## config.mk

```make
export PLATFORM = sky130hd
export DESIGN_NAME = strm_serializer
export DESIGN_NICKNAME = d
export VERILOG_FILES = /design/src/rtl/strm_serializer.sv
export SDC_FILE = /design/constraint.sdc
export NUM_CORES = 1
export LEC_CHECK = 0
export BUFFER_PORTS_ARGS = -buffer_cell sky130_fd_sc_hd__buf_2
export CAP_MARGIN = 15
export CORE_MARGIN = 2
export CORE_UTILIZATION = 30
export DETAILED_ROUTE_END_ITERATION = 12
export GPL_TIMING_DRIVEN = 1
export HOLD_SLACK_MARGIN = 0.03
export SLEW_MARGIN = 10
export SYNTH_ARGS = -nofsm -noshare
export SYNTH_HDL_FRONTEND = slang
export SYNTH_SLANG_ARGS = --single-unit
```

## constraint.sdc

```tcl
create_clock -name clk -period 1.7 [get_ports clk]
set_input_delay 0.17 -clock clk [delete_from_list [all_inputs] [get_ports clk]]
set_output_delay 0.17 -clock clk [all_outputs]
set_load 0.01 [all_outputs]
```

## src/rtl/strm_serializer.sv

```systemverilog
// rtl/strm_serializer.sv - wide-to-narrow stream serializer
//
// Purpose: accepts one IN_WIDTH word and emits it as RATIO = IN_WIDTH/OUT_WIDTH
// narrow beats. Back-to-back words are sustained with no bubble. The next word
// is loaded in the same cycle that the last beat of the current word is taken.
//
// Optional feature macro: STRM_SERIALIZER_LAST_EN (adds out_last, in_first).
//
// Ports:
//   clk        clock, rising edge
//   rstn       asynchronous active-low reset
//   in_valid   wide input stream valid
//   in_ready   wide input stream ready (combinational from out_ready)
//   in_data    wide input stream data [IN_WIDTH-1:0]
//   out_valid  narrow output stream valid (registered state)
//   out_ready  narrow output stream ready
//   out_data   narrow output stream data [OUT_WIDTH-1:0]
//   busy       high while a word is held
//   out_last   (macro) high on the final beat of a word
//   in_first   (macro) high in each cycle that a word is accepted

module strm_serializer #(
  parameter int IN_WIDTH  = 64,
  parameter int OUT_WIDTH = 16,
  parameter bit LSB_FIRST = 1'b1
) (
  input  logic                 clk,
  input  logic                 rstn,
  input  logic                 in_valid,
  output logic                 in_ready,
  input  logic [IN_WIDTH-1:0]  in_data,
  output logic                 out_valid,
  input  logic                 out_ready,
  output logic [OUT_WIDTH-1:0] out_data,
  output logic                 busy
`ifdef STRM_SERIALIZER_LAST_EN
  ,
  output logic                 out_last,
  output logic                 in_first
`endif
);

  localparam int RATIO = IN_WIDTH / OUT_WIDTH;
  localparam int BW    = (RATIO < 2) ? 1 : $clog2(RATIO);
  localparam logic [BW-1:0] LAST_BEAT = BW'(RATIO - 1);

  if (RATIO < 2 || RATIO * OUT_WIDTH != IN_WIDTH) begin : g_bad_ratio
    $error("strm_serializer: OUT_WIDTH must divide IN_WIDTH with a ratio of at least 2");
  end

  typedef enum logic {
    IDLE = 1'b0,
    SEND = 1'b1
  } state_t;

  state_t               state_q;
  logic [BW-1:0]        beat_q;
  logic [IN_WIDTH-1:0]  hold_q;
  logic                 last_beat;
  logic [BW-1:0]        sel;

  assign last_beat = (beat_q == LAST_BEAT);

  // The only combinational path through the block: out_ready -> in_ready,
  // which lets a new word load on the cycle the last beat leaves.
  assign in_ready  = (state_q == IDLE) || (last_beat && out_ready);
  assign out_valid = (state_q == SEND);
  assign busy      = out_valid;

  assign sel = LSB_FIRST ? beat_q : (LAST_BEAT - beat_q);

  always_comb begin
    out_data = '0;
    for (int i = 0; i < RATIO; i++) begin
      if (sel == BW'(i)) begin
        out_data = hold_q[i*OUT_WIDTH +: OUT_WIDTH];
      end
    end
  end

`ifdef STRM_SERIALIZER_LAST_EN
  assign out_last = out_valid && last_beat;
  assign in_first = in_valid && in_ready;
`endif

  always_ff @(posedge clk or negedge rstn) begin
    if (!rstn) begin
      state_q <= IDLE;
      beat_q  <= '0;
      hold_q  <= '0;
    end else begin
      case (state_q)
        IDLE: begin
          if (in_valid) begin
            hold_q  <= in_data;
            beat_q  <= '0;
            state_q <= SEND;
          end
        end
        SEND: begin
          if (out_ready) begin
            if (last_beat) begin
              beat_q <= '0;
              if (in_valid) begin
                hold_q <= in_data;
              end else begin
                state_q <= IDLE;
              end
            end else begin
              beat_q <= beat_q + BW'(1);
            end
          end
        end
        default: state_q <= IDLE;
      endcase
    end
  end

endmodule

```

* Word-level counts from Yosys, hierarchy flattened *
Index checks and enable logic that the tools add are counted.

cells by class
  add/subtract/negate cells = 1
  multipliers = 0
  div/mod/pow operators = 0
  order comparisons = 0
  eq/ne operators = 6
  shifts and indexed selects = 0
  muxes and demuxes = 16
  bitwise operators = 1
  reduce and logical (&&, ||, !) cells = 5

operators with widths
  cell                 count
  $mux 64              3
  $pmux 64 s2          1
  $mux 16              4
  $mux 2               3
  $eq 2x2->1 const B   2
  $ne 2x2->1 const B   2
  $pmux 2 s2           1
  $reduce_and 2->1     2
  $mux 1               3
  $add 2x1->2 const B  1
  $eq 2x1->1 const B   1
  $logic_not 2->1      1
  $ne 2x1->1 const B   1
  $pmux 1 s2           1
  $logic_and 1x1->1    1
  $logic_or 1x1->1     1
  $not 1->1            1

word-level totals
  flip-flop bits (word level) = 67
  latch bits = 0
  RAM bits = 0
  bits in read-only memories = 0
  input port bits = 68
  memories = 0

* Logic depth before layout (Yosys ltp) *
  depth after elaboration = 5
  gate-level depth with buffers = 6

* Least setup slack after synthesis *
Ideal clock, no wire load.

  path type = flip-flop to flip-flop
  start = register beat_q[0]
  end = register hold_q[0]
  library setup time = 0.125 ns
  data arrival time = 1.519 ns
  slack = 0.056 ns
  cell stages (with the launch flop) = 6
  path buffers = 1
  path through = dfrtp_1 ha_1 a21bo_4 nand2_4 buf_6 mux2_4

on the way
  word-level cells in the longest chain between the ends = 3

ends and longest elaborated chain
  item                               RTL line  text
  from (decl)                        57        logic [BW-1:0] beat_q;
  from (signal assigned)             110       beat_q <= beat_q + BW'(1);
  $eq 2x2->1                         62        assign last_beat = (beat_q == LAST_BEAT);
  $ne 2x1->1 (no source line)        --
  $reduce_and 2->1 (no source line)  --
  to (signal assigned)               95        hold_q <= in_data;
  to (signal assigned)               105       hold_q <= in_data;
  to (decl)                          58        logic [IN_WIDTH-1:0] hold_q;

Every way passes these cells.
A chain may end at the register's enable or synchronous reset.

* Worst setup path after layout *
  start = register beat_q[1]
  end = output out_data[10]

on the way
  word-level cells in the longest chain between the ends = 5

ends and longest elaborated chain
  item                   RTL line  text
  $logic_not 2->1        75        if (sel == BW'(i)) begin
  $mux 16 (3 in series)  75
  $mux 16 *              75
  to (decl)              34        output logic [OUT_WIDTH-1:0] out_data,

Mark *: on every way between the ends. The rest lies on a longest branch, timed or not.

==> out/qor.yml <==
outcome:
  status: "finished, violations left"
  failed_checks: "setup timing"
cts:
  clockBufferDepth: 2
  clkTransAtPathRegs_ns: 0.08
  htree_num_levels: 3
  clkSinkCount: 67
  cts_buffers: 9
  insertion_delay_ns: 0.35
  tritoncts: "done"
  ctsRootBufferMaster: "clkbuf_8"
drt:
  antenna_left: 0
  wl_met3_um: 389
  via_per_inst: 4.638
  wl_met2_mm: 4.097
  drt_iter0_markers: 124
  wire_per_inst_um: 17.58
  vias: 2291
  wirelength_mm: 8.683
  wl_met1_mm: 3.958
  drc_errors: 0
  drt_pass1_iterations: 4
  highest_layer: "met4"
power_and_ir_drop:
  power_uw: 9374
  leakagePower_uw: 0.002370
  p_per_area_nw_per_um2: 1953
  max-vdd-ir-drop_uv: 671.2
grt:
  antenna_found_initial: 0
  overflow: 0
  grt_max_degree: 68
  grt_use_total_pct: 15.81
  grt_pass1_wl_mm: 13.76
  grt_pass1_vias: 2531
synth:
  synth_largest_area_cell: "dfrtp_1"
  yosys.area.top_type_share_pct: 51.46
  syn_avg_cell_area_um2: 14.17
  synth-main-ff-cell: "dfrtp_1"
  synth_area_leaders: "dfrtp_1 (51%), mux2_4 (28%), nand3b_1 (3.7%), a31oi_1 (3.1%), o22ai_1 (2.9%)"
  ys_seq_elements: 67
  synth.top_cells.by_count: "dfrtp_1 (67), mux2_4 (60), nand2_1 (18)"
  syn-num-nets: 302
  syn_inst: 230
  async_flop_share_pct: 100.0
  yosysMostFrequentCell: "dfrtp_1"
  ys_seq_area_share_pct: 51.46
  synth_edf_count: 0
  ys_types: 21
  syn_area_um2: 3258
  yosysWarnings: 0
timing:
  finalHoldWorstSlack_ns: 0.04870
  fin_skew_ns: 0.01071
  final_hold_viol_count: 0
  fin_setup_tns_ns: -8.210
  tightest_slew_ns: 0.3623
  min_period_ns: 1.934
  slew_headroom_pct: 75.84
  rsz0062_at_grt: "yes"
  fin_crit_sh_pct: 113.8
  slew_violations: 0
  fmax_mhz: 517.0
  setup_slack_ns: -0.2341
  setup_viol: 68
layout:
  drive_gt1_share_pct: 64.41
  antennaDiodeCount: 0
  finalNonFillerCells: 494
  areaGrowthSynthToFinish_pct: 47.31
  fin_nets: 422
  finalInstanceArea_um2: 4800
placed_design:
  portBuffers: 86
  placed_cells: 456
  hpwl_mm: 5.618
  place_area_um2: 3958
  place.gp.congestion: 0.8220
min_path:
  worstHoldPathType: "input port to flop"
  min_path_cells: 2
worst_setup_path:
  ff2ff_path_depth: 7
  cp_max_fo: 16
  startpoint_type: "flop"
  worstSetupPathType: "flop to output pin"
  end_kind: "output pin"
  critPathRequiredTime_ns: 1.53
  arrival_ns: 1.76
floorplanning:
  die_w_um: 108.2
  die-area_um2: 11710
  pin_count: 87
  start_util_pct: 30.46
  core.rowCount: 38
  die_h_um: 108.2
  core_area_um2: 10700
run:
  max_cap_violations: 0
==> flip-flops by register name, indices dropped and copies added (netlist names) <==
register  flops
hold_q       64
beat_q        2
busy          1
==> area by class of cell <==
type	instances	area (um2)
fillers	965	5898
flip-flops and latches	67	1679
multi-input cells	146	1667
repair buffers	123	1036
well taps	140	175.2
clock buffers	9	123.9
clock inverters	6	105.1
inverters	3	13.76
==> where the power goes <==
group | leakage [uW] | internal, uW | switching [uW]
sequential | 0.000798 | 2410 | 594
combinational | 0.00145 | 2890 | 1910
clock | 0.000119 | 959 | 616
==> final timing paths <==
path                                  start      endpoint  slack [ns]
worst min-delay path            in_data[31]    hold_q[31]        0.05
max in group asynchronous              rstn     beat_q[1]        1.02
worst max register to register    beat_q[1]    hold_q[12]       -0.13
min in group asynchronous              rstn    hold_q[61]        0.38
worst min register to register   hold_q[18]    hold_q[18]        0.51
worst max-delay path              beat_q[1]  out_data[10]       -0.23
==> worst max-delay path: stages, from the launching register on <==
cell	delay, ns
dfrtp_2	0.48
ha_4	0.21
inv_1	0.09
buf_12	0.17
o22ai_2	0.12
a31oi_1	0.19
buf_2	0.16
==> metal layers <==
layer | global-route usage, % | vias to the layer above
met1 | 21.06 | 1135
met5 | 0 | -
li1 | - | 1080
met2 | 24.21 | 61
met3 | 3.737 | 15
met4 | 7.601 | 0
==> cells in the final DEF, fill, tap and decap left out, types with 4 or more instances in the layout <==
master and instances:
buf_2 85, nand2_1 18, a31oi_1 15, mux2_4 64, ha_4 4, buf_4 8, o22ai_2 12, clkbuf_8 9
buf_6 6, dfrtp_1 65, buf_16 5, buf_8 4, nand3b_1 16, buf_12 12
==> metrics by stage <==
step / setup WS [ns] / utilization, %
final: -0.2341 / 44.87
after global routing: -0.3160 / 44.87
after CTS: -0.2646 / 45.85
after detailed placement: -0.06435 / 36.99
after global placement: 0.006485 / 36.99
after floorplan: 0.05636 / -
==> logic make-up (layout without fill, tap and decap cells) <==
kind of cell,after synthesis,in the layout,share of synthesized area (%)
adder cells (fa/ha/maj),4,4,1.536
AO/OA/AOI/OAI,34,34,6.836
buffers and inverters,18,141,3.610
flip-flops,67,67,51.46
multiplexers,64,64,29.03
AND/OR/NAND/NOR,43,44,7.527
==> timing repair <==
action                                 4_1_cts  5_1_grt
endpoints found under the hold margin       67        1
setup endpoints to repair                   80       81
buffers inserted                            15        2
pin swaps                                   15        7
gates resized for setup                     57        8
hold buffers                                 1        1
gates cloned                                11        1
Power figures use the tool's default switching activity.
